File: src/rtl/option22_pkg.sv
// option22_pkg: shared constants, address-width helper and ring position type for option22 blocks.
package option22_pkg;
  localparam int WORD_COUNT_DEF = 64;
  localparam int BITS_PER_WORD = 8;
  function automatic int addr_w(input int n);
    return (n > 1) ? $clog2(n) : 1;
  endfunction
  localparam int RING_ADDR_W = addr_w(WORD_COUNT_DEF);
  typedef struct packed {
    logic [RING_ADDR_W-1:0] slot;
    logic [2:0]             bit_phase;
  } ring_pos_t;
endpackage

File: src/rtl/option22_if.sv
// option22_if: host write request handshake (valid/ready with slot address and byte).
interface option22_if
  import option22_pkg::*;
#(
  parameter int ADDR_W = RING_ADDR_W
);
  logic                     wr_valid;
  logic                     wr_ready;
  logic [ADDR_W-1:0]        wr_addr;
  logic [BITS_PER_WORD-1:0] wr_data;
  modport master (output wr_valid, wr_addr, wr_data, input wr_ready);
  modport slave (input wr_valid, wr_addr, wr_data, output wr_ready);
endinterface

File: src/rtl/option22_ring_phase.sv
// option22_ring_phase: bit/slot counters mirroring the ring memory; frame_start marks the edge that begins a frame.
module option22_ring_phase
  import option22_pkg::*;
#(
  parameter int WORD_COUNT = WORD_COUNT_DEF,
  parameter int ADDR_W = addr_w(WORD_COUNT)
) (
  input  logic              clk,
  input  logic              reset,
  output logic [ADDR_W-1:0] slot,
  output logic [2:0]        bit_phase,
  output logic              frame_start,
  output logic [ADDR_W-1:0] next_slot
);
  assign frame_start = bit_phase == 3'd7;
  assign next_slot = slot + ADDR_W'(1);
  always_ff @(posedge clk or posedge reset)
    if (reset) begin
      bit_phase <= '0;
      slot <= '0;
    end else begin
      bit_phase <= bit_phase + 3'd1;
      if (frame_start) slot <= next_slot;
    end
endmodule

File: src/rtl/option22_writer.sv
// option22_writer: accepts (slot, byte) writes and shifts each byte MSB first into the
// ring during the 8-cycle frame that belongs to its slot.
module option22_writer
  import option22_pkg::*;
#(
  parameter int WORD_COUNT = WORD_COUNT_DEF,
  parameter int ADDR_W = addr_w(WORD_COUNT)
) (
  input  logic              clk,
  input  logic              reset,
  option22_if.slave         wr,
  output logic              write,
  output logic              din,
  output logic [ADDR_W-1:0] slot,
  output logic [2:0]        bit_phase,
  output logic              busy
);
  logic                     frame_start, accept, launch, pend_valid, act;
  logic [ADDR_W-1:0]        next_slot, pend_addr;
  logic [BITS_PER_WORD-1:0] pend_data, launch_data, sh;
  option22_ring_phase #(.WORD_COUNT(WORD_COUNT), .ADDR_W(ADDR_W)) u_phase (
    .clk(clk),
    .reset(reset),
    .slot(slot),
    .bit_phase(bit_phase),
    .frame_start(frame_start),
    .next_slot(next_slot)
  );
  assign wr.wr_ready = !pend_valid;
  assign accept = wr.wr_valid && wr.wr_ready;
  // A request accepted on the boundary edge itself bypasses the holding stage for zero wait.
  assign launch = frame_start && (pend_valid ? pend_addr == next_slot : accept && wr.wr_addr == next_slot);
  assign launch_data = pend_valid ? pend_data : wr.wr_data;
  assign write = act;
  assign busy = pend_valid || act;
  always_ff @(posedge clk or posedge reset)
    if (reset) begin
      pend_valid <= 1'b0;
      pend_addr <= '0;
      pend_data <= '0;
      act <= 1'b0;
      sh <= '0;
      din <= 1'b0;
    end else begin
      pend_valid <= (pend_valid || accept) && !launch;
      if (accept) begin
        pend_addr <= wr.wr_addr;
        pend_data <= wr.wr_data;
      end
      if (frame_start) begin
        act <= launch;
        din <= launch && launch_data[7];
        sh <= {launch_data[6:0], 1'b0};
      end else begin
        din <= act && sh[7];
        sh <= {sh[6:0], 1'b0};
      end
    end
endmodule
File: src/flat_wrapper.sv
// flat-port wrapper written by rule: the top's interface ports become plain ports
module option22_writer_flat import option22_pkg::*;
#(
  parameter int WORD_COUNT = WORD_COUNT_DEF,
  parameter int ADDR_W = addr_w(WORD_COUNT)
)
  (clk, reset, write, din, slot, bit_phase, busy, wr_wr_valid, wr_wr_addr, wr_wr_data, wr_wr_ready);
  option22_if #(.ADDR_W(ADDR_W)) wr_i ();
  input  logic clk;
  input  logic reset;
  output logic write;
  output logic din;
  output logic [ADDR_W-1:0] slot;
  output logic [2:0] bit_phase;
  output logic busy;
  input wire logic [$bits(wr_i.wr_valid)-1:0] wr_wr_valid;
  input wire logic [$bits(wr_i.wr_addr)-1:0] wr_wr_addr;
  input wire logic [$bits(wr_i.wr_data)-1:0] wr_wr_data;
  output wire logic [$bits(wr_i.wr_ready)-1:0] wr_wr_ready;
  assign wr_i.wr_valid = wr_wr_valid;
  assign wr_i.wr_addr = wr_wr_addr;
  assign wr_i.wr_data = wr_wr_data;
  assign wr_wr_ready = wr_i.wr_ready;
  option22_writer #(.WORD_COUNT(WORD_COUNT), .ADDR_W(ADDR_W)) u_core (.clk(clk), .reset(reset), .wr(wr_i), .write(write), .din(din), .slot(slot), .bit_phase(bit_phase), .busy(busy));
endmodule
File: config.mk
export PLATFORM = sky130hd
export DESIGN_NAME = option22_writer_flat
export DESIGN_NICKNAME = d
export VERILOG_FILES = /design/src/rtl/option22_pkg.sv /design/src/rtl/option22_if.sv /design/src/rtl/option22_ring_phase.sv /design/src/rtl/option22_writer.sv /design/src/flat_wrapper.sv
export SDC_FILE = /design/constraint.sdc
export NUM_CORES = 1
export LEC_CHECK = 0
export ABC_AREA = 1
export CORE_ASPECT_RATIO = 0.5
export CORE_MARGIN = 2
export CORE_UTILIZATION = 52
export DETAILED_ROUTE_END_ITERATION = 10
export GPL_ROUTABILITY_DRIVEN = 0
export PLACE_DENSITY = 0.79
export SLEW_MARGIN = 20
export SYNTH_ARGS = -nofsm -noshare
export SYNTH_HDL_FRONTEND = slang
export SYNTH_SLANG_ARGS = --single-unit
File: constraint.sdc
create_clock -name clk -period 1.9 [get_ports clk]
set_input_delay 0.38 -clock clk [delete_from_list [all_inputs] [get_ports clk]]
set_output_delay 0.38 -clock clk [all_outputs]
set_load 0.01 [all_outputs]
# Word-level counts from Yosys, hierarchy flattened
# Cells that the tools add are included.
classes:
  reduce_logical: 10
  n_addsub: 2
  eq_ne: 3
  n_mux: 4
op_table:
  columns: ["op", "n"]
  rows:
  - ["$mux W8", 2]
  - ["$eq A6 B6 Y1", 2]
  - ["$add A6 B1 Y6 const B", 1]
  - ["$logic_and A1 B1 Y1", 6]
  - ["$add A3 B1 Y3 const B", 1]
  - ["$eq A3 B3 Y1 const B", 1]
  - ["$logic_not A1 Y1", 2]
  - ["$logic_or A1 B1 Y1", 2]
  - ["$mux W1", 2]
word_totals:
  wordCells: 27
  regBits: 34
  input_bits: 17
  out_inout_bits: 13

# Longest topological paths before layout
# Gate-level depths: netlist of run 1.
logic_depth:
  word_depth: 7
  mapped_depth: 13

# By module
# Synthesis of run 1 repeated with hierarchy kept, for this count alone.
hier_totals:
  cells_unflattened: 213
  hier_area_um2: 1644.1
by_module_without_submodules:
  columns: ["module", "cells_per_inst", "n_inst", "area_per_inst_um2", "seq_area_each_um2"]
  rows:
  - ["option22_writer", 166, 1, 1212.4, 600.6]
  - ["option22_ring_phase", 47, 1, 431.7, 225.2]

# Worst setup path after synthesis of run 1
# Ideal clock, no wire load.
synth_path:
  path_type: "flip-flop to flip-flop"
  startpoint: "register u_core.u_phase.slot[1]"
  endpoint: "register u_core.act (netlist: u_core.write)"
  synth_period_minus_slack_ns: 1.509
  setup_ns: 0.074
  path_stages_with_launch: 13
  path_slack_ns: 0.391
  t_arrival_ns: 1.435
  path_buffers: 0
  cell_sequence: "dfrtp_1 -> ha_1 -> nand2_2 -> clkinv_1 -> nand2_1 -> nand2_1 -> nand2_1 -> nand3_2 -> nor2_1 -> nand2_1 -> nand2_2 -> nand2_1 -> o21ai_2"
synth_via:
  elab_chain_len: 5
  elab_cells_between_ends: 6
  classes_between: "add/sub (1); eq/ne (2); mux (1); reduce/logical (2)"
synth_lines:
  columns: ["element", "line", "text"]
  rows:
  - ["start: declaration", "option22_ring_phase.sv:10", "output logic [ADDR_W-1:0] slot,"]
  - ["start signal: assignment", "option22_ring_phase.sv:23", "if (frame_start) slot <= next_slot;"]
  - ["$add A6 B1 Y6 *", "option22_ring_phase.sv:16", "assign next_slot = slot + ADDR_W'(1);"]
  - ["$eq A6 B6 Y1", "option22_writer.sv:32", "assign launch = frame_start && (pend_valid ? pend_addr == next_slot : accept && wr.wr_addr == next_slot);"]
  - ["$logic_and A1 B1 Y1", "option22_writer.sv:32", null]
  - ["$mux W1 *", "option22_writer.sv:32", null]
  - ["$logic_and A1 B1 Y1 *", "option22_writer.sv:32", null]
  - ["end signal: assignment", "option22_writer.sv:51", "act <= launch;"]
  - ["end: declaration", "option22_writer.sv:18", "logic frame_start, accept, launch, pend_valid, act;"]
# Every way passes the cells marked *; elsewhere a longest branch is shown, timed or not.
# A chain may end at the register's enable or synchronous reset.

# Worst setup path in the final report of run 1
layout_path:
  startpoint: "register u_core.u_phase.slot[0]"
  endpoint: "output slot[0]"
layout_lines:
  columns: ["element", "line", "text"]
  rows:
  - ["end: declaration", "flat_wrapper.sv:13", "output logic [ADDR_W-1:0] slot;"]
# No word-level cell between the ends.

==> results_dict.tcl, run 1 <==
set metrics [dict create \
    coreArea_um2 3050 \
    drtIter0Drc 93 \
    fillers 245 \
    die_h_um 44.3 \
    synth_cell_types 21 \
    setup_tns_ps 0 \
    yosysTopAreaCell "dfrtp_1" \
    drive_gt1_frac 0.126 \
    avgRoutedWirePerCell_um 12.9 \
    hold_viol_final 0 \
    highest_layer "met4" \
    startpoint_type "flop" \
    syn_inst 215 \
    layout_min_cycle_time_ps 1750 \
    cp.arrival_ps 1370 \
    port_buffers 29 \
    h-tree-depth 2 \
    firstDrtPassIters 4 \
    met1_length_um 1640 \
    hp-class "in -> async" \
    netlist.area_leader.share 0.489 \
    p_per_area_nw_per_um2 838 \
    synth_area_um2 1690 \
    ys_warn_count 0 \
    p_total_w 0.00182 \
    diodes 0 \
    yosysSeqAreaShare 0.489 \
    synth.area.top_cells "dfrtp_1, nand2_1, o21ai_0, inv_1, nand3_1" \
    setup_viol 0 \
    initial_core_util 0.554 \
    drt-total-wl_um 3800 \
    crit_path_max_fanout 8 \
    wl_met3_um 239 \
    max_cap_viol_count 0 \
    crit_required_ps 1520 \
    ir_drop_uv 488 \
    relSlewSlack 0.676 \
    drcViolationCount 0 \
    fin_crit_sh 0.919 \
    postCtsSetupBuffers 0 \
    cts_buffer_depth 2 \
    route.met2.wl_um 1880 \
    dp_hpwl_um 2700 \
    gr-usage-all-layers 0.228 \
    ctsHoldBuffers 0 \
    ioPinCount 30 \
    clkSinkCount 33 \
    fmax_ghz 0.573 \
    insertion_delay_ps 280 \
    ys_seq_elements 33 \
    grt_max_degree 16 \
    cts-resized-gates 0 \
    p_leak_nw 1.08 \
    cts_tree "yes" \
    synthToLayoutAreaGrowth_pct 28.4 \
    crit_start "u_core.u_phase.slot[0]" \
    grt_pass1_vias 1426 \
    grt_pass1_wl_um 6430 \
    die_width_um 84.6 \
    nNetsFinal 273 \
    fp.dieArea_um2 3750 \
    worst_slew_pin_slew_ps 486 \
    criticalPathCategory "reg -> out" \
    grt.overflow.total 0 \
    dp_cells 286 \
    synth.avg_cell_area_um2 7.86 \
    synth_fp_nets 235 \
    row_count 14 \
    regToRegStartpoint "u_core.u_phase.slot[0]" \
    rsz0062_at_grt "no" \
    num_vias 1503 \
    drt-vias-per-instance 5.11 \
    fin_cells 294 \
    status "finished, final reports clean" \
    ant_nets 0 \
    cts-root-buf "clkbuf_8" \
    drv_slew 0 \
    clk_pin_slew_worst_paths_ps 70 \
    final.setup_skew_ps 2.35 \
    cp-end-kind "output pin" \
    cts_made_buffers 5 \
    antenna_found_initial 0 \
]
==> worst max-delay path: stages, from the launching register on <==
cell and delay, ps:
dfrtp_1 350, buf_4 170, clkdlybuf4s50_1 560
==> power by group <==
| group | internal [W] | total, W | switching [W] |
|---|---|---|---|
| logic | 0.000125 | 0.000262 | 0.000137 |
| registers | 0.000817 | 0.000876 | 0.0000596 |
| clock network | 0.000427 | 0.000680 | 0.000252 |
| total | 0.00137 | 0.00182 | 0.000449 |
==> cell type report <==
cell class,count,area (um2),share of cell area
Tap cell,40,50.0,0.0231
Multi-Input combinational cell,148,722,0.333
Clock buffer,7,86.3,0.0398
Clock inverter,1,30.0,0.0138
Inverter,28,105,0.0484
Sequential cell,33,826,0.381
Timing Repair Buffer,37,350,0.161
==> cell families (layout without fill, tap and decap cells) <==
family,Yosys count,after routing,synth area share
and+or+nand+nor,113,113,0.300
buffers and inverters,34,73,0.0837
AOI/OAI and AO/OA,30,30,0.0948
xor gates and xnor gates,2,2,0.0104
adders and majority gates,3,3,0.0222
DFF,33,33,0.489
==> sequential cells by signal, indices dropped and copies added, names as in the netlist <==
name                      cells
u_core.pend_valid             1
u_core.pend_data              8
u_core.din                    1
u_core.sh                     7
u_core.u_phase.slot           6
u_core.pend_addr              6
u_core.u_phase.bit_phase      3
u_core.write                  1
==> synthesized netlist by cell type, drive strengths merged <==
cell	n
nand2	74
dfrtp	33
o21ai	28
inv	26
nand3	18
nor2	17
clkbuf	5
ha	3
clkinv	2
nand3b	2
nand4	2
a21boi	1
a21oi	1
buf	1
xnor2	1
xor2	1
==> placed cells by master (no fill, tap or decap), types with 6 or more instances in the layout <==
master / instances
nand2_1: 68
dfrtp_1: 33
clkdlybuf4s50_1: 29
o21ai_0: 27
inv_1: 26
nor2_1: 14
nand3_1: 13
buf_4: 8
nand2_2: 6
clkbuf_8: 6
==> per-layer routing <==
metal  GRT usage  vias to the layer above
met4      0.0762                        0
li1            -                      747
met5           0                        -
met3      0.0616                        5
met2       0.391                       48
met1       0.290                      703
==> path summary, 6_finish.rpt <==
path                                                to  slack, ps  cells past startpoint
hold / removal                            u_core.sh[1]        400                      2
setup reg to reg                          u_core.write        260                     10
min in group clk           u_core.u_phase.bit_phase[0]        460                      1
max in group asynchronous                 u_core.write        970                      3
setup / recovery                               slot[0]        150                      2
hold reg to reg            u_core.u_phase.bit_phase[0]        460                      1
==> through the flow <==
stage	worst slack, ps	hold WS (ps)	utilization	cell area (um2)
after floorplan	391	430	-	1690
final	154	402	0.712	2170
after detailed placement	102	444	0.674	2050
after CTS	13.2	413	0.712	2170
after global routing	96.5	418	0.712	2170
after global placement	85.7	437	0.674	2050
Power figures use the tool's default switching activity.
==> inputs of run 2 (changes only) <==
==> constraint.sdc (replaced) <==
create_clock -name clk -period 1.9 [get_ports clk]
set_input_delay 0.285 -clock clk [delete_from_list [all_inputs] [get_ports clk]]
set_output_delay 0.285 -clock clk [all_outputs]
set_load 0.01 [all_outputs]
==> run 2 against run 1 <==
Against the previous run: combinational power hardly changed; first-iteration DRC count is 4.3% higher; non-clock buffer count down 1; clock-buffer cell count fell by 1; design area fell by 1.9%; clock skew increased by 2.2 ps; die area did not move; critical endpoint is now wr_wr_ready; largest cell class unchanged.
==> results_dict.tcl, run 2 (synthesis results as in run 1) <==
set metrics [dict create \
    relSlewSlack 0.660 \
    p_leak_nw 1.06 \
    cts-resized-gates 0 \
    avgRoutedWirePerCell_um 12.6 \
    route.met2.wl_um 1690 \
    port_buffers 29 \
    die_width_um 84.6 \
    fin_crit_sh 0.912 \
    cp.arrival_ps 1450 \
    postCtsSetupBuffers 0 \
    met1_length_um 1790 \
    crit_required_ps 1620 \
    clkSinkCount 33 \
    insertion_delay_ps 290 \
    drtIter0Drc 97 \
    worstPathCellList "clkinv_1, buf_4, clkdlybuf4s50_1" \
    cpPeakStageDelay_ps 540 \
    final_cell_mix "nand2_1, dfrtp_1, clkdlybuf4s50_1" \
    drv_slew 0 \
    cts-root-buf "clkbuf_8" \
    cts_buffer_depth 2 \
    antenna_found_initial 0 \
    grt_pass1_vias 1318 \
    layout_min_cycle_time_ps 1730 \
    die_h_um 44.3 \
    pre_cts_slack_ps 142 \
    ant_nets 0 \
    setup_tns_ps 0 \
    ioPinCount 30 \
    synthToLayoutAreaGrowth_pct 26.0 \
    dp_hpwl_um 2520 \
    layout_commonest_cell "nand2_1" \
    rsz0062_at_grt "no" \
    crit_path_max_fanout 8 \
    postLayoutSetupSlackWorst_ps 168 \
    wl_met3_um 146 \
    reg_top3 "u_core.pend_data: 8 flops, u_core.sh: 7 flops" \
    gr-usage-all-layers 0.213 \
    ctsHoldBuffers 0 \
    hold_viol_final 0 \
    status "finished, final reports clean" \
    coreArea_um2 3050 \
    drcViolationCount 0 \
    hp-class "in -> async" \
    max_cap_viol_count 0 \
    fmax_ghz 0.577 \
    grt_pass1_wl_um 5940 \
    drt-vias-per-instance 5.06 \
    largest_reg_flops 8 \
    p_total_w 0.00165 \
    worst_slew_pin_slew_ps 510 \
    postLayoutCellArea_um2 2130 \
    initial_core_util 0.554 \
    nNetsFinal 272 \
    num_vias 1483 \
    h-tree-depth 2 \
    cts_tree "yes" \
    regToRegStartpoint "u_core.u_phase.slot[1]" \
    crit_start "u_core.pend_valid" \
    criticalPathCategory "reg -> out" \
    grt_max_degree 34 \
    slowest_stage "clkdlybuf4s50_1" \
    cts_made_buffers 5 \
    startpoint_type "flop" \
    top_register "u_core.pend_data" \
    clk_pin_slew_worst_paths_ps 70 \
    cp-end-kind "output pin" \
    firstDrtPassIters 6 \
    fin_hold_ws_ps 390 \
    fillers 263 \
    grt.overflow.total 0 \
    drive_gt1_frac 0.119 \
    diodes 0 \
    setup_viol 0 \
    final.setup_skew_ps 4.51 \
    drt-total-wl_um 3680 \
    highest_layer "met4" \
    ir_drop_uv 500 \
    p_per_area_nw_per_um2 777 \
    fp.dieArea_um2 3750 \
    placed_area_um2 2050 \
    row_count 14 \
]
-- run 2: cell types whose count changed in the layout (fill, tap and decap cells not counted) --
cell       change
clkinv_2       +2
bufinv_16      -1
inv_2          -1
clkbuf_8       -1
buf_4          -1
clkinv_1       +1
-- run 2: path summary, 6_finish.rpt --
| path | endpoint | depth (start not counted) | slack [ps] |
|---|---|---|---|
| max reg2reg | u_core.write | 10 | 220 |
| max in group asynchronous | u_core.u_phase.slot[4] | 3 | 1210 |
| min reg2reg | u_core.sh[2] | 2 | 470 |
| min | u_core.pend_data[2] | 3 | 390 |
| max | wr_wr_ready | 3 | 170 |
| min in group clk | u_core.sh[2] | 2 | 470 |
-- run 2: layer usage --
layer | vias to the layer above | global-route usage
met1 | 699 | 0.278
met2 | 31 | 0.329
met5 | - | 0
met4 | 0 | 0.111
met3 | 6 | 0.0653
li1 | 747 | -
-- run 2: stage by stage --
| stage | instances | utilization |
|---|---|---|
| after floorplan | 215 | - |
| after global placement | 285 | 0.671 |
| final | 293 | 0.698 |
| after CTS | 293 | 0.698 |
| after detailed placement | 285 | 0.671 |
| after global routing | 293 | 0.698 |
-- run 2: worst max-delay path, delay by kind of cell, from the launching register on --
family   cells  cell delay [ps]
flops        1              390
buf+inv      3              760
-- run 2: cell type report --
cell class	instances	area, um2	area share
inverters	28	105	0.0494
clock inverters	2	10.0	0.00470
clock buffers	6	72.6	0.0341
repair buffers	36	343	0.161
multi-input cells	148	722	0.339
well taps	40	50.0	0.0235
flip-flops and latches	33	826	0.388
-- run 2: where the power goes --
| part | leakage (nW) | switching, W | internal, W |
|---|---|---|---|
| Sequential | 0.412 | 0.0000574 | 0.000816 |
| Clock | 0.0450 | 0.000267 | 0.000254 |
| Combinational | 0.599 | 0.000136 | 0.000124 |
| Total | 1.06 | 0.000461 | 0.00119 |
==> inputs of run 3 (changes only) <==
--- a/config.mk
+++ b/config.mk
@@ -11,8 +11,10 @@
 export CORE_UTILIZATION = 52
 export DETAILED_ROUTE_END_ITERATION = 10
 export GPL_ROUTABILITY_DRIVEN = 0
+export HOLD_SLACK_MARGIN = 0.12
 export PLACE_DENSITY = 0.79
 export SLEW_MARGIN = 20
 export SYNTH_ARGS = -nofsm -noshare
 export SYNTH_HDL_FRONTEND = slang
 export SYNTH_SLANG_ARGS = --single-unit
+export TNS_END_PERCENT = 10
==> results of run 3 <==
Same layout as run 2: the final DEF is identical, and so are final timing and power.
